### src/rtl/core_hazard_ctrl.sv
// Hazard scheduler for the five-stage RV64IM pipeline: load-use stalls, ID branch flushes, MUL/DIV holds.
// Optional performance counters are built when CORE_HZD_PERF_CNT_EN is defined.
module core_hazard_ctrl #(
  parameter int unsigned LU_STALL_CYCLES = 1,
  parameter int unsigned RFIDX_W         = 5
) (
  input  logic               clk,
  input  logic               rst_n,
  input  logic [RFIDX_W-1:0] id_rs1_idx,
  input  logic [RFIDX_W-1:0] id_rs2_idx,
  input  logic               id_rs1_used,
  input  logic               id_rs2_used,
  input  logic               id_branch_taken,
  input  logic [RFIDX_W-1:0] ex_rsd_idx,
  input  logic               ex_mem_read,
  input  logic               ex_md_valid,
  input  logic               md_done,
  output logic               md_start,
  output logic               pc_wen,
  output logic               if_id_wen,
  output logic               id_ex_wen,
  output logic               if_id_flush,
  output logic               id_ex_flush,
  output logic               ex_mem_flush,
  output logic [31:0]        stall_cnt,
  output logic [31:0]        flush_cnt
);

  localparam int unsigned LU_CNT_W = 2;
  localparam int unsigned CNT_W    = 32;
  localparam logic [LU_CNT_W-1:0] LU_RELOAD = LU_CNT_W'(LU_STALL_CYCLES - 1);

  typedef enum logic [1:0] {
    RUN      = 2'd0,
    LU_STALL = 2'd1,
    MD_WAIT  = 2'd2
  } state_e;

  state_e              state_q, state_d;
  logic [LU_CNT_W-1:0] lu_cnt_q, lu_cnt_d;
  logic                lu_hit;

  // Load-use: the ID instruction reads the register the EX load is about to write.
  always_comb begin
    lu_hit = ex_mem_read && (ex_rsd_idx != '0) &&
             ((id_rs1_used && (id_rs1_idx == ex_rsd_idx)) ||
              (id_rs2_used && (id_rs2_idx == ex_rsd_idx)));
  end

  always_ff @(posedge clk) begin
    if (!rst_n) begin
      state_q  <= RUN;
      lu_cnt_q <= '0;
    end else begin
      state_q  <= state_d;
      lu_cnt_q <= lu_cnt_d;
    end
  end

  always_comb begin
    state_d      = state_q;
    lu_cnt_d     = lu_cnt_q;
    md_start     = 1'b0;
    pc_wen       = 1'b1;
    if_id_wen    = 1'b1;
    id_ex_wen    = 1'b1;
    if_id_flush  = 1'b0;
    id_ex_flush  = 1'b0;
    ex_mem_flush = 1'b0;

    if (!rst_n) begin
      pc_wen       = 1'b0;
      if_id_wen    = 1'b0;
      id_ex_wen    = 1'b0;
      if_id_flush  = 1'b1;
      id_ex_flush  = 1'b1;
      ex_mem_flush = 1'b1;
      state_d      = RUN;
      lu_cnt_d     = '0;
    end else begin
      unique case (state_q)
        RUN: begin
          if (ex_md_valid) begin
            // The MD instruction is held in EX from its start cycle onward; md_done here is ignored.
            md_start     = 1'b1;
            pc_wen       = 1'b0;
            if_id_wen    = 1'b0;
            id_ex_wen    = 1'b0;
            ex_mem_flush = 1'b1;
            state_d      = MD_WAIT;
          end else if (lu_hit) begin
            pc_wen      = 1'b0;
            if_id_wen   = 1'b0;
            id_ex_flush = 1'b1;
            lu_cnt_d    = LU_RELOAD;
            if (LU_RELOAD != '0) begin
              state_d = LU_STALL;
            end
          end else if (id_branch_taken) begin
            if_id_flush = 1'b1;
          end
        end

        LU_STALL: begin
          // Branch outcome is computed from stale operands here, so it is not acted on.
          pc_wen      = 1'b0;
          if_id_wen   = 1'b0;
          id_ex_flush = 1'b1;
          lu_cnt_d    = lu_cnt_q - LU_CNT_W'(1);
          if (lu_cnt_q == LU_CNT_W'(1)) begin
            state_d = RUN;
          end
        end

        MD_WAIT: begin
          pc_wen    = 1'b0;
          if_id_wen = 1'b0;
          id_ex_wen = 1'b0;
          if (md_done) begin
            state_d = RUN;
          end else begin
            ex_mem_flush = 1'b1;
          end
        end

        default: begin
          state_d  = RUN;
          lu_cnt_d = '0;
        end
      endcase
    end
  end

`ifdef CORE_HZD_PERF_CNT_EN
  logic [CNT_W-1:0] stall_cnt_q;
  logic [CNT_W-1:0] flush_cnt_q;

  // Saturating stall and front-end flush counters.
  always_ff @(posedge clk) begin
    if (!rst_n) begin
      stall_cnt_q <= '0;
      flush_cnt_q <= '0;
    end else begin
      if (!pc_wen && (stall_cnt_q != '1)) begin
        stall_cnt_q <= stall_cnt_q + CNT_W'(1);
      end
      if (if_id_flush && (flush_cnt_q != '1)) begin
        flush_cnt_q <= flush_cnt_q + CNT_W'(1);
      end
    end
  end

  assign stall_cnt = stall_cnt_q;
  assign flush_cnt = flush_cnt_q;
`else
  assign stall_cnt = CNT_W'(0);
  assign flush_cnt = CNT_W'(0);
`endif

endmodule
### config.mk
export PLATFORM = sky130hd
export DESIGN_NAME = core_hazard_ctrl
export DESIGN_NICKNAME = d
export VERILOG_FILES = /design/src/rtl/core_hazard_ctrl.sv
export SDC_FILE = /design/constraint.sdc
export NUM_CORES = 1
export LEC_CHECK = 0
export BUFFER_PORTS_ARGS = -buffer_cell sky130_fd_sc_hd__buf_2
export CAP_MARGIN = 20
export CORE_MARGIN = 8
export CORE_UTILIZATION = 32
export CTS_BUF_LIST = sky130_fd_sc_hd__clkbuf_8
export DETAILED_ROUTE_END_ITERATION = 10
export PLACE_DENSITY = 0.87
export SLEW_MARGIN = 30
export SYNTH_ARGS = -nofsm -noshare
export SYNTH_HDL_FRONTEND = slang
export SYNTH_SLANG_ARGS = --single-unit
### constraint.sdc
create_clock -name clk -period 1.5 [get_ports clk]
set_clock_uncertainty 0.2 [all_clocks]
set_input_delay 0.075 -clock clk [delete_from_list [all_inputs] [get_ports clk]]
set_output_delay 0.075 -clock clk [all_outputs]
set_load 0.05 [all_outputs]
## Word-level counts from Yosys, hierarchy flattened

Index checks and enable logic that the tools add are counted.

| storage, ports and cells | value |
|---|---|
| register bits | 4 |
| bits in latches | 0 |
| memory bits (writable) | 0 |
| bits in read-only memories | 0 |
| input port bits | 23 |
| output and inout port bits | 71 |
| word-level logic and storage cells | 53 |
| memories kept | 0 |

| cells by class | value |
|---|---|
| add/sub/neg operators | 1 |
| $mul | 0 |
| div/mod/pow operators | 0 |
| magnitude comparators | 0 |
| equal/unequal tests | 10 |
| shift-type cells | 0 |
| mux-type cells | 29 |
| bitwise gates (word level) | 1 |
| reductions and logical operators | 10 |

Operators by type and width:

| operator | number |
|---|---|
| 1-bit two-way mux | 18 |
| 2-bit one-hot mux with 3 select lines | 2 |
| 5-bit == test | 2 |
| 2-bit two-way mux | 5 |
| 2-bit != test, second input constant | 5 |
| 1-bit one-hot mux with 2 select lines | 4 |
| 3-bit AND reduction | 2 |
| 5-bit nonzero test | 1 |
| 2-bit by 1-bit == test with 1-bit output, second input constant | 2 |
| 1-bit logical AND | 4 |
| 2-bit == test, second input constant | 1 |
| 2-bit zero test | 1 |
| 2-bit OR reduction | 1 |
| 2-bit by 1-bit subtractor with 2-bit output, second input constant | 1 |
| 1-bit logical OR | 1 |
| 1-bit inverter | 1 |

## Logic depth before layout (Yosys ltp)

| depth | value |
|---|---|
| depth in word-level cells | 8 |
| mapped depth | 5 |
| depth with buffers taken out | 4 |

## Worst setup path after synthesis

Ideal clock, no wire load.

| path | value |
|---|---|
| kind | register to output |
| from | register state_q[1] |
| to | output pc_wen |
| arrival | 3.134 ns |
| required time | 1.225 ns |
| setup slack | -1.909 ns |
| cell stages (with the launch flop) | 4 |
| path buffers | 1 |
| cell sequence | dfxtp_1 -> nor3_1 -> a21boi_0 -> buf_4 |

| between the ends | value |
|---|---|
| word-level cells in the longest chain between the ends | 4 |
| elaborated cells on any way between the ends | 6 |
| classes of those cells | eq/ne (2); mux (2); reduce/logical (2) |

Ends and longest elaborated chain:

| element | line | RTL |
|---|---|---|
| start, declared | 39 | `state_e state_q, state_d;` |
| start signal, assigned | 55 | `state_q <= state_d;` |
| 2-bit == test or 2-bit by 1-bit == test with 1-bit output (tied branches) | - |  |
| 2-bit OR reduction (no line) | - |  |
| 1-bit one-hot mux with 2 select lines (*) | - |  |
| 1-bit two-way mux (*) | - |  |
| end, declared | 19 | `output logic pc_wen,` |

Mark *: on every way between the ends. The rest lies on a longest branch, timed or not.

## Final worst setup path

| path | value |
|---|---|
| from | input ex_rsd_idx[3] |
| to | output id_ex_flush |

| between the ends | value |
|---|---|
| word-level cells in the longest chain between the ends | 8 |
| elaborated cells on any way between the ends | 12 |
| classes of those cells | eq/ne (2); mux (4); reduce/logical (6) |

Ends and longest elaborated chain:

| element | line | RTL |
|---|---|---|
| start, declared | 14 | `input logic [RFIDX_W-1:0] ex_rsd_idx,` |
| 5-bit == test (on tied branches) | 46, 47 |  |
| 1-bit logical AND (on tied branches) | 46, 47 |  |
| 1-bit logical OR | 46 | `((id_rs1_used && (id_rs1_idx == ex_rsd_idx)) \|\|` |
| 1-bit logical AND (*) | 45 | `lu_hit = ex_mem_read && (ex_rsd_idx != '0) &&` |
| 1-bit two-way mux (*) | 91 | `end else if (lu_hit) begin` |
| 1-bit two-way mux (*) | 83 | `if (ex_md_valid) begin` |
| 1-bit one-hot mux with 2 select lines (*) | 81 | `unique case (state_q)` |
| 1-bit two-way mux (*) | 71 | `if (!rst_n) begin` |
| end, declared | 23 | `output logic id_ex_flush,` |

Marks and branches as above.

==> results.md <==
* PortBufs at 29
* Pre-CTS setup slack at -236.1 ps
* Cell variety after synth at 17
* Most Frequent Cell on Critical Path: buf_6
* Crit-path leading delay family: simple AND/OR/NAND/NOR gates
* Status: finished with violations
* Post-CTS Hold Fix Bufs at 0
* Seq pwr share at 5.8%
* Final Hold Fails at 0
* Crit path DAT at 1290 ps
* First-pass GRT wire length at 2918 microns
* RSZ-0062 raised after global routing: yes
* All-Layer GR Usage at 8.318%
* RR Endpoint: state_q[1]
* Post-placement cell count at 156
* Max VDD drop at 0.3387 mV
* Reg2Reg Depth at 3
* Vias in the first global route at 616
* HPWL Detailed at 1688 microns
* Core footprint at 2148 sq um
* Top cells by area, synth: buf_4 69%, xnor2_1 12%, dfxtp_1 2.8%
* Crit path cell chain: buf_6, or4_4, o21a_4, a31o_1, buf_6
* First-pass DRT Iterations at 3
* DR DRC count at 0
* Die height at 62.88 microns
* Hold Startpoint: md_done
* Vias per Instance at 3.372
* GPL Wtd Cong at 0.8136
* Initial antenna violation count at 0
* Worst skew pair latency at 0 ps
* Largest registers: state_q: 1 flops
* Startpoint Class: primary input
* Routed via count at 526
* Drt total wl at 1805 microns
* Failing checks: setup timing
* R2R Setup Slk at 480 ps
* P_leak at 0.0004502 uW
* Critical Path RT at 1220 ps
* Total Power at 573.9 uW
* Shortest period the worst path allows at 1570 ps
* Synth top area share at 69.40%
* Slowest library cell on the worst path: or4_4
* Core Util, Final at 36.05%
* Area grow syn2layout at 10.14%
* Largest net degree at the start of global routing at 5
* Synth area leader: buf_4
* Starting Density at 32.73%
* Synth warn at 0
* Worst Path Max Fanout at 3
* Setup crit end kind: output pin
* Final setup TNS at -245.9 ps
* Synthesis-stage register bit count at 1
* Tcrit/Tclk final at 104.7%
* Syn Area/Cell at 7.325 sq um
* Layout cells sized above 1 at 32.81%
* Final setup vio count at 4
* Max-slew violations at 0
* Hold path cells at 3
* Net Sw Frac at 79.88%
* Antenna viol nets, final at 0
* Hold crit path type: in2reg
* Most flops, register: state_q
* Clock share of power at 0%
* Worst Hold End: state_q[1]
* Internal power at 115.5 uW
* Synth Cell Area at 703.2 sq um
* Clk slew on worst S/H paths at 0 ps
* ANT cells at 0
* Final nets at 153
* CP peak stage delay at 530 ps
* Drt wl/cell at 11.57 microns
* Max FFs per register at 1
* Boundary Pins at 94
* Buffers and inverters on the worst path at 2
* Max Cap Violations at 0
* P_sw at 458.4 uW
* Max frequency at 636.9 MHz
* Power density over the cells at 741.0 nW/um^2
* DIE AREA at 3953 sq um
* Gate count after technology mapping at 96
* Drt initial violations at 14
* Setup CP Type: in2out
* Combinational Power Share at 94.2%
* Critical R2R Launch: state_q[1]
* Seq/Total Area, Yosys at 2.847%
* Die Wd at 62.88 microns
* Worst setup margin at -69.99 ps
* Row count at 17
* Layout Cells excl Fill at 156
* GRT overflow at 0
-- per-stage QoR --
step / area (sq um) / hold WS (ps)
finish: 774.5 / 171.8
global route: 774.5 / 173.6
CTS: 757.0 / 167.2
detailed placement: 699.4 / 163.7
global placement: 699.4 / 149.9
floorplan: 973.4 / 15.95
-- layout make-up --
cell class              count  area, sq um
fillers                   239         1374
inverters                   1        3.754
well taps                  28        35.03
flip-flops and latches      1        21.27
multi-input cells          92        490.5
repair buffers             34        224.0
-- metal layers --
layer	up-vias	global-route usage, %	wire [microns]
met5	-	0	0
met4	0	0	0
met3	0	6.452	337
met2	61	15.75	866
met1	226	7.064	602
li1	239	-	-
-- worst register-to-register path, delay by kind of cell (launching register included) --
kind / cells / cell delay (ps)
AOI/OAI and AO/OA: 1 / 140
DFF: 1 / 320
and+or+nand+nor: 2 / 240
-- timing repair --
item	in CTS	in global routing
resized for setup	14	3
setup endpoints to repair	4	4
buffers inserted	0	0
gates cloned	0	0
pin swaps	5	4
-- Yosys cell counts --
library cell	count
or4_1	1
a31oi_1	1
xnor2_1	10
nor2_1	3
a21oi_1	1
conb_1	1
buf_4	65
o21a_1	1
o22ai_1	1
inv_1	1
nor3_1	1
a21boi_0	1
dfxtp_1	1
a21o_1	1
nand2_1	4
a31o_1	1
nand4_1	2
-- cells in the final DEF (no fill, tap or decap) --
master	netlist	final
a31oi_4	0	1
a31o_1	1	1
o21a_4	0	1
dfxtp_2	0	1
a21boi_4	0	1
buf_6	0	5
o22ai_2	0	1
xnor2_2	0	1
buf_8	0	1
buf_2	0	23
a21oi_1	1	1
nand2_1	4	4
conb_1	1	64
inv_1	1	1
or4_4	0	1
nor2_1	3	3
buf_4	65	5
a21o_1	1	1
nand4_1	2	2
xnor2_1	10	9
nor3_4	0	1
-- logic make-up after synthesis --
family / Yosys count / share of synthesized area, %
buf+inv: 66 / 69.93
simple gates: 11 / 7.294
xor+xnor: 10 / 12.45
compound gates: 7 / 6.941
flops: 1 / 2.847
other cells: 1 / 0.5333
-- worst max path at each step --
stage,from,to,slack [ps],cells past startpoint
4_1_cts,ex_rsd_idx[3],id_ex_flush,-90,5
2_1_floorplan,state_q[1],pc_wen,-290,3
3_3_place_gp,ex_rsd_idx[1],if_id_flush,-220,5
5_1_grt,ex_rsd_idx[3],id_ex_flush,-90,5
6_report,ex_rsd_idx[3],id_ex_flush,-70,5
3_5_place_dp,ex_rsd_idx[1],if_id_flush,-240,5
-- power groups by stage --
stage	Sequential, uW	Combinational (uW)	Clock, uW
finish	33.4	541	0
global route	34.0	563	0
CTS	33.4	527	0
detailed placement	33.4	507	0
global placement	33.3	504	0
floorplan	32.6	575	0
No activity file was read; power rests on OpenSTA's default activity.
